<file path="src/rtl/axi4_lite_slave_arb.sv">
// axi4_lite_slave_arb: AXI4-Lite slave funnelling reads and writes onto one round-robin arbitrated register port
module axi4_lite_slave_arb #(
  parameter int addr_width     = 7,
  parameter int data_width     = 32,
  parameter int timeout_cycles = 255
) (
  input  logic                      clk_i,
  input  logic                      rst_n_i,
  output logic                      reg_req_o,
  output logic                      reg_we_o,
  output logic [addr_width-1:0]     reg_addr_o,
  output logic [data_width-1:0]     reg_wdata_o,
  output logic [data_width/8-1:0]   reg_wmask_o,
  input  logic                      reg_ack_i,
  input  logic                      reg_err_i,
  input  logic [data_width-1:0]     reg_rdata_i,
  input  logic [addr_width-1:0]     s_axi_awaddr_i,
  input  logic [2:0]                s_axi_awprot_i,
  input  logic                      s_axi_awvalid_i,
  output logic                      s_axi_awready_o,
  input  logic [data_width-1:0]     s_axi_wdata_i,
  input  logic [data_width/8-1:0]   s_axi_wstrb_i,
  input  logic                      s_axi_wvalid_i,
  output logic                      s_axi_wready_o,
  output logic [1:0]                s_axi_bresp_o,
  output logic                      s_axi_bvalid_o,
  input  logic                      s_axi_bready_i,
  input  logic [addr_width-1:0]     s_axi_araddr_i,
  input  logic [2:0]                s_axi_arprot_i,
  input  logic                      s_axi_arvalid_i,
  output logic                      s_axi_arready_o,
  output logic [data_width-1:0]     s_axi_rdata_o,
  output logic [1:0]                s_axi_rresp_o,
  output logic                      s_axi_rvalid_o,
  input  logic                      s_axi_rready_i
);
  localparam int lsb = $clog2(data_width / 8);
  localparam int cw = timeout_cycles > 0 ? $clog2(timeout_cycles + 1) : 1;
  localparam logic [addr_width-1:0] amask = {addr_width{1'b1}} << lsb;
  typedef enum logic {IDLE, ACCESS} state_e;
  state_e                    state_q;
  logic                      aw_full_q, aw_full_d, w_full_q, w_full_d, ar_full_q, ar_full_d;
  logic [addr_width-1:0]     aw_addr_q, aw_addr_d, ar_addr_q, ar_addr_d;
  logic [data_width-1:0]     w_data_q, w_data_d;
  logic [data_width/8-1:0]   w_strb_q, w_strb_d;
  logic                      aw_rdy_q, w_rdy_q, ar_rdy_q;
  logic                      wr_iss_q, wr_iss_d, rd_iss_q, rd_iss_d, last_wr_q;
  logic                      req_q, we_q;
  logic [addr_width-1:0]     addr_q;
  logic [data_width-1:0]     wdata_q, rdata_q, rdata_d;
  logic [data_width/8-1:0]   wmask_q;
  logic [cw-1:0]             cnt_q;
  logic                      bvalid_q, rvalid_q;
  logic [1:0]                bresp_q, rresp_q, resp_d;
  logic                      aw_hs, w_hs, ar_hs, b_hs, r_hs;
  logic                      wr_avail, rd_avail, grant_wr, issue, timeout, done;
  logic                      unused_prot;
  assign unused_prot = ^{s_axi_awprot_i, s_axi_arprot_i};
  // Handshakes, buffer next-state and arbitration decision; a handshake this cycle already counts as pending
  always_comb begin
    aw_hs     = s_axi_awvalid_i & aw_rdy_q;
    w_hs      = s_axi_wvalid_i & w_rdy_q;
    ar_hs     = s_axi_arvalid_i & ar_rdy_q;
    b_hs      = bvalid_q & s_axi_bready_i;
    r_hs      = rvalid_q & s_axi_rready_i;
    aw_full_d = b_hs ? 1'b0 : aw_full_q | aw_hs;
    w_full_d  = b_hs ? 1'b0 : w_full_q | w_hs;
    ar_full_d = r_hs ? 1'b0 : ar_full_q | ar_hs;
    aw_addr_d = aw_hs ? s_axi_awaddr_i : aw_addr_q;
    ar_addr_d = ar_hs ? s_axi_araddr_i : ar_addr_q;
    w_data_d  = w_hs ? s_axi_wdata_i : w_data_q;
    w_strb_d  = w_hs ? s_axi_wstrb_i : w_strb_q;
    wr_avail  = ~wr_iss_q & (aw_full_q | aw_hs) & (w_full_q | w_hs);
    rd_avail  = ~rd_iss_q & (ar_full_q | ar_hs);
    grant_wr  = wr_avail & (~rd_avail | ~last_wr_q);
    issue     = (state_q == IDLE) & (wr_avail | rd_avail);
    timeout   = (timeout_cycles != 0) && (cnt_q == cw'(timeout_cycles));
    done      = (state_q == ACCESS) & (reg_ack_i | timeout);
    resp_d    = (reg_ack_i & ~reg_err_i) ? 2'b00 : 2'b10;
    rdata_d   = reg_ack_i ? reg_rdata_i : '0;
    wr_iss_d  = b_hs ? 1'b0 : wr_iss_q | (issue & grant_wr);
    rd_iss_d  = r_hs ? 1'b0 : rd_iss_q | (issue & ~grant_wr);
  end
  // Channel buffers stay full, and their readys low, until the matching response handshake
  always_ff @(posedge clk_i or negedge rst_n_i) begin
    if (!rst_n_i) begin
      aw_full_q <= 1'b0;
      w_full_q  <= 1'b0;
      ar_full_q <= 1'b0;
      aw_addr_q <= '0;
      ar_addr_q <= '0;
      w_data_q  <= '0;
      w_strb_q  <= '0;
      aw_rdy_q  <= 1'b0;
      w_rdy_q   <= 1'b0;
      ar_rdy_q  <= 1'b0;
      wr_iss_q  <= 1'b0;
      rd_iss_q  <= 1'b0;
    end else begin
      aw_full_q <= aw_full_d;
      w_full_q  <= w_full_d;
      ar_full_q <= ar_full_d;
      aw_addr_q <= aw_addr_d;
      ar_addr_q <= ar_addr_d;
      w_data_q  <= w_data_d;
      w_strb_q  <= w_strb_d;
      aw_rdy_q  <= ~aw_full_d;
      w_rdy_q   <= ~w_full_d;
      ar_rdy_q  <= ~ar_full_d;
      wr_iss_q  <= wr_iss_d;
      rd_iss_q  <= rd_iss_d;
    end
  end
  // Arbiter: issues one access at a time, holds it until ack or timeout, then posts the response
  always_ff @(posedge clk_i or negedge rst_n_i) begin
    if (!rst_n_i) begin
      state_q   <= IDLE;
      req_q     <= 1'b0;
      we_q      <= 1'b0;
      addr_q    <= '0;
      wdata_q   <= '0;
      wmask_q   <= '0;
      cnt_q     <= '0;
      last_wr_q <= 1'b1;
      bvalid_q  <= 1'b0;
      bresp_q   <= 2'b00;
      rvalid_q  <= 1'b0;
      rresp_q   <= 2'b00;
      rdata_q   <= '0;
    end else begin
      if (b_hs) bvalid_q <= 1'b0;
      if (r_hs) rvalid_q <= 1'b0;
      if (state_q == IDLE) begin
        if (issue) begin
          state_q   <= ACCESS;
          req_q     <= 1'b1;
          we_q      <= grant_wr;
          addr_q    <= (grant_wr ? aw_addr_d : ar_addr_d) & amask;
          wdata_q   <= grant_wr ? w_data_d : '0;
          wmask_q   <= grant_wr ? w_strb_d : '0;
          cnt_q     <= '0;
          last_wr_q <= grant_wr;
        end
      end else if (done) begin
        state_q <= IDLE;
        req_q   <= 1'b0;
        if (we_q) begin
          bvalid_q <= 1'b1;
          bresp_q  <= resp_d;
        end else begin
          rvalid_q <= 1'b1;
          rresp_q  <= resp_d;
          rdata_q  <= rdata_d;
        end
      end else begin
        cnt_q <= cnt_q + 1'b1;
      end
    end
  end
  assign reg_req_o       = req_q;
  assign reg_we_o        = we_q;
  assign reg_addr_o      = addr_q;
  assign reg_wdata_o     = wdata_q;
  assign reg_wmask_o     = wmask_q;
  assign s_axi_awready_o = aw_rdy_q;
  assign s_axi_wready_o  = w_rdy_q;
  assign s_axi_arready_o = ar_rdy_q;
  assign s_axi_bvalid_o  = bvalid_q;
  assign s_axi_bresp_o   = bresp_q;
  assign s_axi_rvalid_o  = rvalid_q;
  assign s_axi_rresp_o   = rresp_q;
  assign s_axi_rdata_o   = rdata_q;
endmodule

</file>
<file path="config.mk">
export PLATFORM = sky130hd
export DESIGN_NAME = axi4_lite_slave_arb
export DESIGN_NICKNAME = d
export VERILOG_FILES = /design/src/rtl/axi4_lite_slave_arb.sv
export SDC_FILE = /design/constraint.sdc
export NUM_CORES = 1
export LEC_CHECK = 0
export ABC_AREA = 1
export CAP_MARGIN = 20
export CORE_ASPECT_RATIO = 2
export CORE_UTILIZATION = 50
export DETAILED_ROUTE_END_ITERATION = 6
export GPL_TIMING_DRIVEN = 0
export HOLD_SLACK_MARGIN = 0.12
export PLACE_DENSITY = 0.85
export SYNTH_ARGS = -nofsm -noshare
export SYNTH_HDL_FRONTEND = slang
export SYNTH_SLANG_ARGS = --single-unit
</file>
<file path="constraint.sdc">
create_clock -name clk_i -period 4.4 [get_ports clk_i]
set_clock_uncertainty 0.2 [all_clocks]
set_input_delay 1.1 -clock clk_i [delete_from_list [all_inputs] [get_ports clk_i]]
set_output_delay 1.1 -clock clk_i [all_outputs]
set_load 0.05 [all_outputs]
</file>
**After elaboration in Yosys (flattened, before gate mapping)**

Index checks and enable logic that the tools add are counted.

- Flip-flop bits (word level): 149
- Bits of input ports: 97
- Logic and storage cells: 99
- Output and inout port bits: 86

- Reductions and logical operators: 6
- Bitwise logic cells: 33
- Equality and inequality tests: 3
- Add/sub/neg operators: 1
- Multiplexer cells: 31

Operators with widths:

| kind | count |
|---|---|
| two-way mux 32 bit | 3 |
| two-way mux 8 bit | 3 |
| two-way mux 7 bit | 3 |
| two-way mux 1 bit | 19 |
| bitwise AND 1 bit | 14 |
| inverter 1 bit | 11 |
| adder 8 x 1 -> 8 bit (second input constant) | 1 |
| equality test 8 bit (second input constant) | 1 |
| two-way mux 4 bit | 2 |
| bitwise OR 1 bit | 8 |
| AND reduction 2 bit | 3 |
| AND reduction 3 bit | 2 |
| two-way mux 2 bit | 1 |
| inequality test 2 x 1 -> 1 bit (second input constant) | 1 |
| inequality test 2 bit (second input constant) | 1 |
| nonzero test 2 bit | 1 |

**Depth between registers and ports, before layout**

- Depth after elaboration: 10
- Depth in mapped cells: 9
- Depth with buffers taken out: 8

**Worst setup path after synthesis**

Ideal clock, no wire load.

- Path kind: input to register
- From: input port s_axi_wvalid_i
- To: register wdata_q[10] (netlist: reg_wdata_o[10])
- Stages: 5
- Path buffers: 1
- Required time: 4,082 ps
- Arrival time: 1,886 ps
- Path slack: 2,196 ps
- Path through: nand2_4 -> buf_2 -> mux2_2 -> nand2_1 -> nand2_1

- Elaborated cells between the ends (all ways): 9
- Those cells by class: 2 x mux; 6 x bitwise; 1 x reduce/logical

RTL lines:

| what | line | RTL |
|---|---|---|
| start: declaration | 23 | `input logic s_axi_wvalid_i,` |
| bitwise AND 1 bit | 62 | `w_hs = s_axi_wvalid_i & w_rdy_q;` |
| two-way mux 32 bit | 71 | `w_data_d = w_hs ? s_axi_wdata_i : w_data_q;` |
| net w_data_d[10] | 44 | `logic [data_width-1:0] w_data_q, w_data_d;` |
| two-way mux 32 bit | 139 | `wdata_q <= grant_wr ? w_data_d : '0;` |
| end signal: assignment | 139 |  |
| end: declaration | 50 | `logic [data_width-1:0] wdata_q, rdata_q, rdata_d;` |

The timed path passes the listed nets, and every way through them passes these cells.
A chain may end at the register's enable or synchronous reset.

**Worst setup path in the final report**

- From: register we_q (netlist: reg_we_o)
- To: output port reg_we_o

RTL lines:

| what | line | RTL |
|---|---|---|
| start: declaration | 48 | `logic req_q, we_q;` |
| start signal: assignment | 137 | `we_q <= grant_wr;` |
| end: declaration | 10 | `output logic reg_we_o,` |

No word-level cell between the ends.

==> results.py <==
metrics = {
    "status": {
        "status": "finished, final reports clean",
    },
    "finish": {
        "utilization_pct": 74.1,
        "nNetsFinal": 885,
        "nFillCells": 789,
        "drive_above_1_share_pct": 13.0,
        "syn2layout_area_growth_pct": 43.3,
        "final_cells": 942,
        "insertedDiodeCount": 0,
    },
    "sta": {
        "max_freq_mhz": 335,
        "max_slew_margin_pct": 60.8,
        "tightest_slew_ps": 586,
        "hold_viol": 0,
        "drv_slew": 0,
        "finalCriticalPeriod_ps": 2980,
        "rsz0062_at_grt": "false",
        "post-route-period-util_pct": 67.8,
        "setup_viol": 0,
    },
    "clock_tree": {
        "numCtsBuffers": 17,
        "cts_tree": "yes",
        "post_cts_buffers": 0,
        "clock_latency_ps": 420,
        "root_buffer": "clkbuf_16",
        "max-clock-path-buffers": 2,
        "cts-hold-fix-buffers": 0,
        "clkSlewWorstSetupHoldPaths_ps": 60,
        "clock_sinks": 143,
        "cts_resized": 0,
        "htreeDepth": 4,
    },
    "global_routing": {
        "grt_pass1_wl_um": 24500,
        "first_global_vias": 5195,
        "grt_use_met3_pct": 7.33,
        "overflow": 0,
        "grt_usage_pct": 26.1,
        "grt_max_degree": 97,
        "busiest_layer": "met2",
        "grtUsageMet2_pct": 48.1,
        "grt_antenna_before_repair": 0,
        "use_met1_pct": 26.9,
    },
    "min_path": {
        "hold_path_class": "register to register",
    },
    "pwr": {
        "peakVddDrop_mv": 0.527,
        "p_per_area_nw_per_um2": 834,
        "p_leak_nw": 4.11,
    },
    "setup_path": {
        "path_depth": 1,
        "slowest_delay_ps": 850,
        "crit_path_start_kind": "register",
        "critical_path.top_delay_family": "buffers and inverters",
        "crit_arrival_ps": 1680,
        "slowest_stage": "clkdlybuf4s50_1",
        "r2r_start": "s_axi_arready_o",
        "crit_buf_inv": 1,
        "crit_start": "reg_we_o",
        "critical_path.endpoint": "reg_we_o",
        "crit_path_cell_trace": "clkdlybuf4s50_1",
        "crit_fanout": 4,
        "cp-end-kind": "output port",
        "crit_type": "register to output port",
        "rrSetupSlack_ps": 2610,
        "reg2reg_to": "reg_wdata_o[23]",
        "r2r_cells": 8,
        "crit_required_ps": 3100,
    },
    "synthesis": {
        "ys_seq_area_share_pct": 61.0,
        "avgSynthCellArea_um2": 9.84,
        "synth_cells": 597,
        "yosysWarnings": 0,
        "yosys_register_bits": 143,
        "syn-cell-area_um2": 5870,
        "synth_cell_types": 28,
    },
    "die": {
        "pin_count": 183,
        "start_util_pct": 51.7,
        "dieArea_um2": 12200,
        "rows": 55,
        "die_w_um": 78.6,
        "fp.dieH_um": 155,
        "core_area_um2": 11400,
    },
    "placed_design": {
        "detailed_place_hpwl_um": 10600,
        "place_inst": 910,
        "io_buffers": 167,
        "gp_congestion": 0.885,
    },
    "flow_run": {
        "drv_cap": 0,
    },
    "drt": {
        "vias": 4857,
        "drtIter0Drc": 193,
        "avgViaCountPerCell": 5.16,
        "ant_nets": 0,
        "routed_wl_um": 14800,
        "drcViolationCount": 0,
        "post_drt_wl_per_cell_um": 15.7,
        "drtPass1Iterations": 4,
    },
}
-- registers in the layout, summed over array words and instances, names as in the netlist, 4 cells and up --
signal and count:
reg_wmask_o 4, reg_addr_o 5, reg_wdata_o 32, w_strb_q 4
ar_addr_q 5, s_axi_rdata_o 32, aw_addr_q 5, w_data_q 32
cnt_q 8
-- metrics by stage --
stage,setup slack (ps),hold slack [ps],area [um^2],setup TNS (ps),power (mW)
final,1420,272,8420,0,7.02
after global routing,1380,298,8420,0,7.39
after CTS,1410,274,8420,0,7.06
after detailed placement,1440,258,7760,0,5.43
after global placement,-3270,253,7730,-463810,5.30
after floorplan,2200,243,5880,0,4.31
-- metal layers --
layer,vias to the layer above,wire (um)
li1,2290,-
met2,184,8240
met1,2345,5240
met4,0,488
met5,-,0
met3,38,863
-- synth_stat cells --
master    number  area, um^2
nand3_2        2        20.0
o21ai_0       17        85.1
nor2_8         1        20.0
nand2_1      236         886
o21a_1         1        7.51
clkinv_1       1        3.75
or2_2          1        6.26
inv_4          1        6.26
conb_1         1        3.75
buf_4          4        30.0
a21boi_0       1        7.51
buf_6          6        67.6
nor3_1         1        5.00
nand3_1       28         140
a21oi_1        5        25.0
ha_1           1        12.5
nand2_4        3        33.8
inv_1         40         150
nor2_1        10        37.5
nand2_2        2        12.5
buf_2         12        60.1
mux2_2        36         405
nand3_4        1        17.5
dfstp_2        1        26.3
nor2_4         1        11.3
nand4_1       32         200
clkbuf_1      10        37.5
dfrtp_1      142        3550
-- worst min-delay path by stage --
stage / startpoint / end / slack, ps / depth (start not counted)
after global placement: s_axi_rdata_o[12] / s_axi_rdata_o[12] / 250 / 2
after global routing: reg_wdata_o[3] / reg_wdata_o[3] / 300 / 2
after CTS: s_axi_rdata_o[29] / s_axi_rdata_o[29] / 270 / 2
final: s_axi_rdata_o[29] / s_axi_rdata_o[29] / 270 / 2
after detailed placement: s_axi_rdata_o[29] / s_axi_rdata_o[29] / 260 / 2
after floorplan: last_wr_q / last_wr_q / 240 / 2
-- worst min-delay path: stages, from the launching register on --
cell and delay, ps:
dfrtp_1 340, nand2_1 50, nand2_1 40
-- where the power goes --
group / total [mW] / switching [mW] / internal (mW)
clock: 1.59 / 0.575 / 1.02
combinational: 3.28 / 2.18 / 1.09
sequential: 2.15 / 0.269 / 1.89
-- cells in the final DEF, fill, tap and decap left out, types with 2 or more instances in the layout --
| master | n |
|---|---|
| nand2_1 | 236 |
| clkdlybuf4s50_1 | 166 |
| dfrtp_1 | 142 |
| inv_1 | 40 |
| mux2_2 | 36 |
| nand4_1 | 32 |
| nand3_1 | 28 |
| o21ai_0 | 17 |
| clkbuf_16 | 17 |
| buf_2 | 12 |
| clkbuf_1 | 11 |
| nor2_1 | 10 |
| buf_6 | 7 |
| a21oi_1 | 5 |
| bufinv_16 | 5 |
| buf_4 | 4 |
| conb_1 | 4 |
| inv_6 | 4 |
| nand2_4 | 3 |
| clkinv_4 | 3 |
| nand3_2 | 2 |
| nand2_2 | 2 |
| clkinvlp_4 | 2 |
-- cell families (layout without fill, tap and decap cells) --
| family | count (synthesis) | count (layout) | synth area share (%) |
|---|---|---|---|
| other cells | 1 | 4 | 0.0639 |
| flops | 143 | 143 | 61.0 |
| buf+inv | 74 | 274 | 6.05 |
| mux | 36 | 36 | 6.90 |
| simple gates | 318 | 318 | 23.7 |
| fa+ha+maj | 1 | 1 | 0.213 |
| compound gates | 24 | 24 | 2.13 |
-- final cells by class --
type / count / area [um^2] / area share (%)
flip-flops and latches: 143 / 3580 / 42.5
clock inverters: 14 / 226 / 2.69
repair buffers: 168 / 1700 / 20.2
clock buffers: 18 / 429 / 5.10
well taps: 142 / 178 / 2.11
plain buffers: 32 / 195 / 2.32
multi-input cells: 383 / 1950 / 23.1
inverters: 42 / 160 / 1.90
Note: power is estimated with default switching activity, not from simulation.
